[config.mk]
export PLATFORM = sky130hd
export DESIGN_NAME = operand_stager_flat
export DESIGN_NICKNAME = d
export VERILOG_FILES = /design/src/rtl/operand_stager_if.sv /design/src/rtl/operand_stager.sv /design/src/flat_wrapper.sv
export SDC_FILE = /design/constraint.sdc
export NUM_CORES = 1
export LEC_CHECK = 0
export BUFFER_PORTS_ARGS = -buffer_cell sky130_fd_sc_hd__buf_2
export CAP_MARGIN = 40
export CORE_ASPECT_RATIO = 1.25
export CORE_MARGIN = 3
export CORE_UTILIZATION = 35
export CTS_BUF_LIST = sky130_fd_sc_hd__clkbuf_2 sky130_fd_sc_hd__clkbuf_4 sky130_fd_sc_hd__clkbuf_8
export DETAILED_ROUTE_END_ITERATION = 12
export PLACE_DENSITY = 0.56
export SYNTH_ARGS = -nofsm -noshare
export SYNTH_HDL_FRONTEND = slang
export SYNTH_SLANG_ARGS = --single-unit
[constraint.sdc]
create_clock -name clk -period 2.7 [get_ports clk]
set_input_delay 0.135 -clock clk [delete_from_list [all_inputs] [get_ports clk]]
set_output_delay 0.135 -clock clk [all_outputs]
set_load 0.01 [all_outputs]
[src/rtl/operand_stager_if.sv]
// Operand write bus and staged-pair handshake between the stager and its neighbours.
interface operand_stager_if #(
  parameter int unsigned P_WIDTH = 32
) ();
  logic [P_WIDTH-1:0] din;
  logic               din_valid;
  logic               din_slot;
  logic               din_ready;
  logic [1:0]         mode;
  logic [P_WIDTH-1:0] ain;
  logic [P_WIDTH-1:0] bin;
  logic               sel;
  logic               op_valid;
  logic               op_ready;
  logic               err_dup;
  logic [7:0]         pair_count;

  modport master (
    output din, din_valid, din_slot, mode, op_ready,
    input  din_ready, ain, bin, sel, op_valid, err_dup, pair_count
  );

  modport slave (
    input  din, din_valid, din_slot, mode, op_ready,
    output din_ready, ain, bin, sel, op_valid, err_dup, pair_count
  );
endinterface

[src/rtl/operand_stager.sv]
// Collects A and B operands from one shared write bus and presents them, with a
// registered swap select, to the downstream switch under a valid/ready handshake.
module operand_stager #(
  parameter int unsigned P_WIDTH = 32
) (
  input logic             clk,
  input logic             rst_n,
  operand_stager_if.slave bus
);

  typedef enum logic [1:0] {StEmpty, StHaveA, StHaveB, StFull} state_e;

  state_e             state_q, state_d;
  logic [P_WIDTH-1:0] a_q, a_d;
  logic [P_WIDTH-1:0] b_q, b_d;
  logic [1:0]         mode_q, mode_d;
  logic               err_q, err_d;
  logic [7:0]         cnt_q, cnt_d;
  logic               wr_en;
  logic               sel_raw;

  assign wr_en = bus.din_valid && (state_q != StFull);

  always_comb begin
    state_d = state_q;
    a_d     = a_q;
    b_d     = b_q;
    mode_d  = mode_q;
    err_d   = 1'b0;
    cnt_d   = cnt_q;
    unique case (state_q)
      StEmpty: begin
        if (wr_en) begin
          if (bus.din_slot) begin
            b_d     = bus.din;
            state_d = StHaveB;
          end else begin
            a_d     = bus.din;
            state_d = StHaveA;
          end
        end
      end
      StHaveA: begin
        if (wr_en) begin
          if (bus.din_slot) begin
            b_d     = bus.din;
            mode_d  = bus.mode;
            state_d = StFull;
          end else begin
            a_d   = bus.din;
            err_d = 1'b1;
          end
        end
      end
      StHaveB: begin
        if (wr_en) begin
          if (!bus.din_slot) begin
            a_d     = bus.din;
            mode_d  = bus.mode;
            state_d = StFull;
          end else begin
            b_d   = bus.din;
            err_d = 1'b1;
          end
        end
      end
      StFull: begin
        if (bus.op_ready) begin
          cnt_d   = cnt_q + 8'd1;
          state_d = StEmpty;
        end
      end
      default: state_d = StEmpty;
    endcase
  end

  always_ff @(posedge clk) begin
    if (!rst_n) begin
      state_q <= StEmpty;
      a_q     <= '0;
      b_q     <= '0;
      mode_q  <= 2'b00;
      err_q   <= 1'b0;
      cnt_q   <= 8'd0;
    end else begin
      state_q <= state_d;
      a_q     <= a_d;
      b_q     <= b_d;
      mode_q  <= mode_d;
      err_q   <= err_d;
      cnt_q   <= cnt_d;
    end
  end

  // Select depends on registers only, so it is glitch-free while the pair is held.
  always_comb begin
    sel_raw = 1'b0;
    unique case (mode_q)
      2'b00:   sel_raw = 1'b0;
      2'b01:   sel_raw = 1'b1;
      2'b10:   sel_raw = (a_q > b_q);
      2'b11:   sel_raw = (a_q < b_q);
      default: sel_raw = 1'b0;
    endcase
  end

  assign bus.din_ready  = (state_q != StFull);
  assign bus.op_valid   = (state_q == StFull);
  assign bus.sel        = (state_q == StFull) && sel_raw;
  assign bus.ain        = a_q;
  assign bus.bin        = b_q;
  assign bus.err_dup    = err_q;
  assign bus.pair_count = cnt_q;

endmodule

[src/flat_wrapper.sv]
// flat-port wrapper written by rule: the top's interface ports become plain ports
module operand_stager_flat 
#(
  parameter int unsigned P_WIDTH = 32
)
  (clk, rst_n, bus_din, bus_din_valid, bus_din_slot, bus_mode, bus_op_ready, bus_din_ready, bus_ain, bus_bin, bus_sel, bus_op_valid, bus_err_dup, bus_pair_count);
  operand_stager_if #(.P_WIDTH(P_WIDTH)) bus_i ();
  input logic clk;
  input logic rst_n;
  input wire logic [$bits(bus_i.din)-1:0] bus_din;
  input wire logic [$bits(bus_i.din_valid)-1:0] bus_din_valid;
  input wire logic [$bits(bus_i.din_slot)-1:0] bus_din_slot;
  input wire logic [$bits(bus_i.mode)-1:0] bus_mode;
  input wire logic [$bits(bus_i.op_ready)-1:0] bus_op_ready;
  output wire logic [$bits(bus_i.din_ready)-1:0] bus_din_ready;
  output wire logic [$bits(bus_i.ain)-1:0] bus_ain;
  output wire logic [$bits(bus_i.bin)-1:0] bus_bin;
  output wire logic [$bits(bus_i.sel)-1:0] bus_sel;
  output wire logic [$bits(bus_i.op_valid)-1:0] bus_op_valid;
  output wire logic [$bits(bus_i.err_dup)-1:0] bus_err_dup;
  output wire logic [$bits(bus_i.pair_count)-1:0] bus_pair_count;
  assign bus_i.din = bus_din;
  assign bus_i.din_valid = bus_din_valid;
  assign bus_i.din_slot = bus_din_slot;
  assign bus_i.mode = bus_mode;
  assign bus_i.op_ready = bus_op_ready;
  assign bus_din_ready = bus_i.din_ready;
  assign bus_ain = bus_i.ain;
  assign bus_bin = bus_i.bin;
  assign bus_sel = bus_i.sel;
  assign bus_op_valid = bus_i.op_valid;
  assign bus_err_dup = bus_i.err_dup;
  assign bus_pair_count = bus_i.pair_count;
  operand_stager #(.P_WIDTH(P_WIDTH)) u_core (.clk(clk), .rst_n(rst_n), .bus(bus_i));
endmodule
==> flow_metrics.env <==
export IMPL_outcome="complete, no violations"
export IMPL_crit_end="bus_sel"
export IMPL_route_detailed_drc=0
export IMPL_overflow=0
export IMPL_synthTopCellsByArea="dfxtp_1 42%, nand2_1 14%, ha_1 13%"
export IMPL_synth_top_cell_by_area="dfxtp_1"
export IMPL_multi_input_area_um2=1900
export IMPL_fp_dieH_um=120
export IMPL_synth_adder_area_share=0.127
export IMPL_viasPerCell=4.88
export IMPL_cp_depth=9
export IMPL_coreArea_um2=10200
export IMPL_end_kind="output port"
export IMPL_fillers=1096
export IMPL_antenna_left=0
export IMPL_rows=41
export IMPL_finalSetupViolCount=0
export IMPL_startpoint_type="register"
export IMPL_cpMostUsedCell="a21oi_2"
export IMPL_antenna_found_initial=0
export IMPL_die_area_um2=11700
export IMPL_fin_nets=656
export IMPL_p_leak_uw=0.00210
export IMPL_io_pins=115
export IMPL_cts_hold_buffers=0
export IMPL_synthArstFlopShare=0
export IMPL_clk_path_buf_depth=2
export IMPL_synth_top_cell_area_share=0.422
export IMPL_synth_xor_area_share=0.0168
export IMPL_drv_cap=0
export IMPL_critPathTopFamily="compound AO/OA/AOI/OAI gates"
export IMPL_synth_compound_area_frac=0.153
export IMPL_syn_to_final_growth_pct=25.7
export IMPL_max_freq_mhz=391
export IMPL_r2r_end="u_core.bus.ain[30]"
export IMPL_critPathSlowestCell="o311a_1"
export IMPL_grt_max_degree=40
export IMPL_num_vias=3480
export IMPL_avgSynthCellArea_um2=7.79
export IMPL_regArea_um2=1550
export IMPL_hold_viol=0
export IMPL_synth_simple_area_share=0.209
export IMPL_syn_num_nets=545
export IMPL_die_width_um=97.4
export IMPL_synth_top_family_by_area="simple AND/OR/NAND/NOR gates"
export IMPL_wl_per_cell_um=14.0
export IMPL_fin_crit_sh=0.948
export IMPL_rsz0062_at_grt="false"
export IMPL_min_period_ps=2560
export IMPL_syn_area_um2=3650
export IMPL_grt_pass1_vias=3279
export IMPL_path_max_fanout=3
export IMPL_wirelength_um=10000
export IMPL_synth_ff_type="dfxtp_1"
export IMPL_synth_area_mux_share=0.00822
export IMPL_drtPass1Iterations=4
export IMPL_dp_cells=696
export IMPL_crit_buf_inv=2
export IMPL_h_tree_depth=3
export IMPL_grt_usage=0.174
export IMPL_finalSetupTns_ps=0
export IMPL_crit_required_ps=2570
export IMPL_dp_hpwl_um=7250
export IMPL_grt_pass1_wl_um=16300
export IMPL_ys_ff_latch=77
export IMPL_yosysSeqAreaShare=0.422
export IMPL_r2r_start="u_core.state_q[0]"
export IMPL_syn_inst=469
export IMPL_min_path_type="in2reg"
export IMPL_start_util=0.360
export IMPL_drt_iter0_markers=95
export IMPL_num_antenna_cells=0
export IMPL_layout_cells_non_filler=713
export IMPL_cp_slowest_stage_delay_ps=350
export IMPL_yosys_warnings=0
export IMPL_layout_drive_gt1_share=0.253
export IMPL_worst_pin_slew_ps=615
export IMPL_place_gp_congestion=0.778
export IMPL_powerDensity_nw_per_um2=595
export IMPL_path_clk_slew_ps=80
export IMPL_ff2ff_path_depth=7
export IMPL_final_common_cell="nand2_1"
export IMPL_tritoncts="yes"
export IMPL_cp_arrival_ps=2430
export IMPL_cts_root_buf="clkbuf_8"
export IMPL_synth_edf_count=0
export IMPL_cts_made_buffers=9
export IMPL_io_buffers=114
export IMPL_slew_violations=0
export IMPL_path_class="reg2out"
export IMPL_peakVddDrop_uv=209
export IMPL_cp_startpoint="u_core.bus.bin[14]"
export IMPL_fin_skew_ps=6.19
export IMPL_synth_distinct_cells=35
export IMPL_final_cell_mix="141 x nand2_1, 114 x buf_2, 74 x dfxtp_1"
export IMPL_path_cells="inv_1, ha_1, a21oi_2, nand2_1, a221o_1, o311a_1, a21oi_2, mux2i_1, buf_2"
export IMPL_slew_headroom=0.589
export IMPL_cts_sinks=77
export IMPL_clock_latency_ps=350
export IMPL_r2r_slack_ps=880
## per-stage QoR
step                      instance area (um2)   util  worst slack, ps  total power [uW]  hold WS [ps]
after global placement                   4380  0.432              464              1940           387
after global routing                     4600  0.452             1.75              2930          12.6
final                                    4600  0.452              140              2740          25.2
after CTS                                4550  0.448             10.3              2760          4.99
after floorplan                          3650      -              556              1720           266
after detailed placement                 4380  0.432              430              1950           395
## cell families (layout without fill, tap and decap cells)
family	after synthesis	in the layout
AO/OA/AOI/OAI	99	99
XOR/XNOR	7	7
adder cells (fa/ha/maj)	37	37
buffers and inverters	61	176
flip-flops	77	77
multiplexers	3	3
AND/OR/NAND/NOR	185	185
## routing by layer
layer / wire, um / track usage / vias to the layer above
met5: 0 / 0 / -
met4: 189 / 0.0693 / 0
met3: 540 / 0.0410 / 12
met2: 4890 / 0.291 / 102
met1: 4400 / 0.215 / 1596
li1: - / - / 1770
## how the worst min path moves through the flow
stage                     slack [ps]   startpoint                 end  depth (start not counted)
after floorplan                  270        rst_n  u_core.bus.err_dup                          2
after global placement           390   bus_din[4]   u_core.bus.ain[4]                          3
after detailed placement         390   bus_din[6]   u_core.bus.bin[6]                          3
after CTS                          5  bus_din[17]  u_core.bus.bin[17]                          3
after global routing              10  bus_din[27]  u_core.bus.ain[27]                          3
final                             30   bus_din[2]   u_core.bus.bin[2]                          3
## worst min-delay path, delay by kind of cell
family / cells / cell delay (ps)
compound gates: 1 / 50
simple gates: 1 / 50
buf+inv: 1 / 100
## report_power, final
group          leakage [uW]  switching [uW]  total [uW]  internal [uW]
clock             0.0000935             412         795            383
sequential         0.000630            64.3        1280           1210
combinational       0.00137             381         663            282
## synth_stat cells (4+ instances only)
cell	instances
nand2_1	141
dfxtp_1	77
a21oi_1	73
inv_1	38
ha_1	37
clkbuf_1	17
nor2_1	13
nand3_1	10
a21boi_0	6
nand4_1	6
buf_2	5
o21ai_0	5
xor2_1	5
nor3_1	4
## flip-flops by register name, summed over array words and instances (netlist names)
| name | cells |
|---|---|
| u_core.bus.ain | 32 |
| u_core.mode_q | 2 |
| u_core.bus.pair_count | 8 |
| u_core.bus.bin | 32 |
| u_core.bus.err_dup | 1 |
| u_core.state_q | 2 |
## timing repair
action / 4_1_cts / 5_1_grt
setup buffers: 0 / 2
endpoints found under the setup margin: 0 / 1
gates resized for setup: 0 / 8
## area by class of cell
cell class              count  area share
well taps                 129      0.0351
inverters                  39      0.0319
clock inverters             2     0.00218
clock buffers              13      0.0348
flip-flops and latches     77       0.336
multi-input cells         331       0.414
repair buffers            122       0.145
No activity file was read; power rests on OpenSTA's default activity.
